## src/rtl/adder_cla_4bit_pkg.sv

```systemverilog
// rtl/adder_cla_4bit_pkg.sv - shared width, nibble type and result record for the 4-bit CLA adder
// The result record carries ovf only when ADDER_CLA_OVF_EN is defined.
package adder_cla_4bit_pkg;

    localparam int ADDER_WIDTH = 4;

    // Bit 0 is the MSB, bit 3 the LSB.
    typedef logic [0:ADDER_WIDTH-1] nibble_t;

    typedef struct packed {
        nibble_t s;
        logic    out_c;
        logic    p_out;
        logic    g_out;
        logic    valid;
`ifdef ADDER_CLA_OVF_EN
        logic    ovf;
`endif
    } result_t;

endpackage

```

## src/rtl/adder_cla_4bit_cla_unit_4.sv

```systemverilog
// rtl/adder_cla_4bit_cla_unit_4.sv - 4-bit carry-lookahead unit (cla_unit_4)
// Every carry is a flat sum of products of g, p and inC; there is no ripple chain.
module cla_unit_4
    import adder_cla_4bit_pkg::*;
(
    input  nibble_t p,
    input  nibble_t g,
    input  logic    inC,
    output nibble_t c,
    output logic    outC,
    output logic    pOut,
    output logic    gOut
);

    always_comb begin
        c[3] = inC;
        c[2] = g[3] | (p[3] & inC);
        c[1] = g[2] | (p[2] & g[3]) | (p[2] & p[3] & inC);
        c[0] = g[1] | (p[1] & g[2]) | (p[1] & p[2] & g[3]) | (p[1] & p[2] & p[3] & inC);
    end

    assign gOut = g[0] | (p[0] & g[1]) | (p[0] & p[1] & g[2]) | (p[0] & p[1] & p[2] & g[3]);
    assign pOut = &p;
    assign outC = g[0] | (p[0] & c[0]);

endmodule

```

## src/rtl/adder_cla_4bit.sv

```systemverilog
// rtl/adder_cla_4bit.sv - 4-bit carry-lookahead adder with optional output register (REG_OUT)
// Defining ADDER_CLA_OVF_EN adds the signed-overflow output ovf.
module adder_cla_4bit
    import adder_cla_4bit_pkg::*;
#(
    parameter bit REG_OUT = 1'b1
) (
    input  logic    clk,
    input  logic    rst,
    input  nibble_t a,
    input  nibble_t b,
    input  logic    inC,
    input  logic    inValid,
    output nibble_t s,
    output logic    outC,
    output logic    outValid,
    output logic    pOut,
`ifdef ADDER_CLA_OVF_EN
    output logic    ovf,
`endif
    output logic    gOut
);

    nibble_t p;
    nibble_t g;
    nibble_t c;
    logic    cla_out_c;
    logic    cla_p_out;
    logic    cla_g_out;
    result_t res_d;
    result_t res_q;

    assign p = a ^ b;
    assign g = a & b;

    cla_unit_4 u_cla (
        .p    (p),
        .g    (g),
        .inC  (inC),
        .c    (c),
        .outC (cla_out_c),
        .pOut (cla_p_out),
        .gOut (cla_g_out)
    );

    always_comb begin
        res_d       = '0;
        res_d.s     = p ^ c;
        res_d.out_c = cla_out_c;
        res_d.p_out = cla_p_out;
        res_d.g_out = cla_g_out;
        res_d.valid = inValid;
`ifdef ADDER_CLA_OVF_EN
        // Carry into the MSB differing from carry out of it marks two's-complement overflow.
        res_d.ovf   = c[0] ^ cla_out_c;
`endif
    end

    generate
        if (REG_OUT) begin : g_reg
            always_ff @(posedge clk or negedge rst) begin
                if (!rst) begin
                    res_q <= '0;
                end else begin
                    res_q <= res_d;
                end
            end
        end else begin : g_comb
            assign res_q = res_d;
        end
    endgenerate

    assign s        = res_q.s;
    assign outC     = res_q.out_c;
    assign pOut     = res_q.p_out;
    assign gOut     = res_q.g_out;
    assign outValid = res_q.valid;
`ifdef ADDER_CLA_OVF_EN
    assign ovf      = res_q.ovf;
`endif

endmodule

```

## config.mk

```make
export PLATFORM = sky130hd
export DESIGN_NAME = adder_cla_4bit
export DESIGN_NICKNAME = d
export VERILOG_FILES = /design/src/rtl/adder_cla_4bit_pkg.sv /design/src/rtl/adder_cla_4bit_cla_unit_4.sv /design/src/rtl/adder_cla_4bit.sv
export SDC_FILE = /design/constraint.sdc
export NUM_CORES = 1
export LEC_CHECK = 0
export BUFFER_PORTS_ARGS = -buffer_cell sky130_fd_sc_hd__clkbuf_2
export CAP_MARGIN = 20
export CORE_AREA = 2 2 39 41
export CTS_CLUSTER_SIZE = 28
export DETAILED_ROUTE_END_ITERATION = 10
export DIE_AREA = 0 0 41 43
export GPL_ROUTABILITY_DRIVEN = 0
export PLACE_DENSITY_LB_ADDON = 0.3
export SYNTH_ARGS = -nofsm -noshare
export SYNTH_HDL_FRONTEND = slang
export SYNTH_SLANG_ARGS = --single-unit
export TNS_END_PERCENT = 100
```

## constraint.sdc

```tcl
create_clock -name clk -period 0.8 [get_ports clk]
set_input_delay 0.08 -clock clk [delete_from_list [all_inputs] [get_ports clk]]
set_output_delay 0.08 -clock clk [all_outputs]
set_load 0.005 [all_outputs]
```

## Word-level counts from Yosys, hierarchy flattened

Index checks and enable logic that the tools add are counted.

- Memories: 0
- Memory bits (writable): 0
- Logic and storage cells: 34
- Bits in latches: 0
- Bits in read-only memories: 0
- Output and inout port bits: 8
- Input bits: 12
- Register bits: 8

- Divide/modulo/power cells: 0
- Add/sub/neg operators: 0
- Shift operators: 0
- Reductions and logical operators: 1
- Equal/unequal tests: 0
- Bitwise operators: 28
- Muxes and demuxes: 0
- Magnitude comparators: 0
- Multiply operators: 0

Operator list:

| cell | count |
|---|---|
| 1-bit bitwise AND | 15 |
| 1-bit OR | 10 |
| 4-bit XOR | 2 |
| 4-bit bitwise AND | 1 |
| 4-bit AND reduction | 1 |

## Longest topological paths before layout

- Word-level depth: 7
- Depth in mapped cells: 6
- Depth with buffers taken out: 6

## Hierarchy

Synthesis repeated with hierarchy kept, for this count alone.

- Cells, all modules: 29
- Area, all modules: 365.4 um^2

By module, submodules not included:

| module | area each (um^2) | cells an instance | instances | sequential area each (um^2) |
|---|---|---|---|---|
| adder_cla_4bit | 285.3 | 16 | 1 | 200.2 |
| cla_unit_4 | 80.1 | 13 | 1 | 0.0 |

## Worst setup path before layout

Ideal clock, no wire load.

- Path type: input port to flip-flop
- Start: input a[1]
- End: register res_q (netlist bit s[3])
- Buffers on the path: 0
- Setup time: 0.064 ns
- Path slack: -0.547 ns
- Stages on the path: 6
- Data arrival time: 1.283 ns
- Required time: 0.736 ns
- Cells stage by stage: ha_1 > a21oi_2 > nand2_1 > a21oi_1 > fa_1 > inv_1

RTL lines:

| item | line | text |
|---|---|---|
| from (decl) | adder_cla_4bit.sv:10 | `input nibble_t a,` |
| to (signal assigned) | adder_cla_4bit.sv:65 | `res_q <= res_d;` |
| to (decl) | adder_cla_4bit.sv:31 | `result_t res_q;` |

==> out/metrics.yaml <==
whs_ns: 0.191
cts_buffers: 3
maxCapViolations: 0
cts_tree: "yes"
io_buffers: 19
h-tree-depth: 1
worstPathRequired_ns: 0.99
io_pins: 20
fillers: 126
drive_gt1_frac: 0.583
rsz0062_at_grt: "true"
antenna_found_initial: 0
cp-start-kind: "input port"
critPathKind: "input port to register"
maxSlewViolCount: 0
violations: "negative setup slack"
fp.dieW_um: 41
layout.cells.most_common: "clkbuf_2"
hold_end: "gOut"
route.antenna.remaining_nets: 0
firstDrtPassIters: 2
vias: 311
root_buffer: "clkbuf_4"
crit_family: "adder cells"
cts_buffer_depth: 2
place_area_um2: 543
powerDensity_mw_per_mm2: 1670
hold_depth: 4
setup_slack_ns: -0.278
path_clk_slew_ns: 0.05
hold_viol: 0
post-route-drc-count: 0
worstMarginPinSlew_ns: 0.190
cp_max_fo: 3
synth_warnings: 0
status: "finished with violations"
die_y_um: 43
syn-cell-area_um2: 367
crit_cells: 7
maxSlewHeadroom: 0.874
hold_start: "b[3]"
yosys.cell_types.count: 11
n_antenna_cell: 0
hpwl_um: 517
cp-end-kind: "register"
overflow: 0
critical_path_arrival_ns: 1.27
grt_use_total: 0.0811
hp-class: "input port to register"
core-area_mm2: 0.00138
initial_core_util: 0.265
syn_avg_cell_area_um2: 12.6
path_buf_inv: 2
synth_nets: 47
wl_um: 602
max_freq_ghz: 0.928
first_iter_violations: 1
finish.utilization: 0.453
cts_sinks: 8
grt_pass1_vias: 288
grt_max_degree: 9
yosys-top-cells-area: "dfrtp_1, ha_1, fa_1, xor2_1, inv_1"
avgViaCountPerCell: 4.09
final_area_um2: 627
max_stage_delay_ns: 0.42
cp_slowest_cell: "fa_1"
totalNegativeSetupSlack_ns: -0.400
synth-seq-area-share: 0.546
fin_crit_ns: 1.08
placedCellCount: 70
yosysTopAreaCell: "dfrtp_1"
ys_ff_latch: 8
nets: 80
cp_cell_sequence: "buf_6, ha_4, a21oi_4, nand2_2, a21oi_2, fa_1, inv_1"
synthCells: 29
grt_pass1_wl_um: 938
synthDominantCellAreaShare: 0.546
num_rows: 14
min_period_over_period: 1.35
setup_viol: 2
final_cell_mix: "clkbuf_2, dfrtp_1, buf_4"
stdcell_count: 76
power.leakage_nw: 0.329
syn_to_final_growth_pct: 71.0
fp.dieArea_mm2: 0.00176
max-vdd-ir-drop_uv: 471
drt-wirelength-per-cell_um: 7.92
## cell families (layout without fill, tap and decap cells)
group | Yosys count | count (layout) | synth area share
buffers and inverters | 4 | 35 | 0.0409
xor gates and xnor gates | 2 | 2 | 0.0478
AOI/OAI and AO/OA | 4 | 4 | 0.0648
adders and majority gates | 6 | 6 | 0.246
DFF | 8 | 8 | 0.546
and+or+nand+nor | 5 | 5 | 0.0546
## synth_stat cells
library cell  instances
inv_1                 4
fa_1                  2
ha_1                  4
nand3_1               1
nand2_1               3
nor2_1                1
o21ai_0               1
a21oi_2               1
a21oi_1               2
dfrtp_1               8
xor2_1                2
## report_power, final
group | internal [mW] | switching, mW | total [mW]
logic | 0.160 | 0.122 | 0.282
clock network | 0.171 | 0.124 | 0.295
registers | 0.460 | 0.0122 | 0.472
total | 0.790 | 0.259 | 1.05
## how the worst max path moves through the flow
stage	startpoint	end	slack (ns)
3_5_place_dp	a[1]	s[3]	-0.54
5_1_grt	b[1]	s[3]	-0.36
4_1_cts	a[1]	s[3]	-0.28
6_report	b[1]	s[3]	-0.28
3_3_place_gp	a[1]	s[3]	-0.55
2_1_floorplan	a[1]	s[3]	-0.39
## tightest hold or removal path: cells and delay by family
kind / cells / cell delay [ns]
adders and majority gates: 1 / 0.14
AOI/OAI and AO/OA: 2 / 0.10
buffers and inverters: 1 / 0.09
## routing by layer
layer	global-route usage	up-vias	routed length (um)
met4	0.100	0	18
met3	0	2	68
met1	0.0861	137	221
met5	0	-	0
met2	0.122	16	294
li1	-	156	-
## sequential cells by signal, summed over array words and instances, names as in the netlist
| name | count |
|---|---|
| outValid | 1 |
| gOut | 1 |
| outC | 1 |
| s | 4 |
| pOut | 1 |
## stage by stage
stage	worst slack [ns]	total power [mW]
4_1_cts	-0.278	1.05
2_1_floorplan	-0.392	0.584
5_1_grt	-0.358	1.14
3_3_place_gp	-0.547	0.723
3_5_place_dp	-0.544	0.727
6_report	-0.278	1.05
## final cells by class
type,count,area [um^2],area share
clock buffers,3,22.5,0.0359
inverters,4,15.0,0.0240
multi-input cells,17,195,0.311
flip-flops and latches,8,200,0.319
well taps,16,20.0,0.0319
repair buffers,28,174,0.277
## what timing repair did
action,in CTS,in global routing
endpoints found under the hold margin,9,0
setup endpoints to repair,6,11
hold buffers,2,0
buffers inserted,0,1
resized for setup,1,5
pin swaps,0,5
No activity file was read; power rests on OpenSTA's default activity.
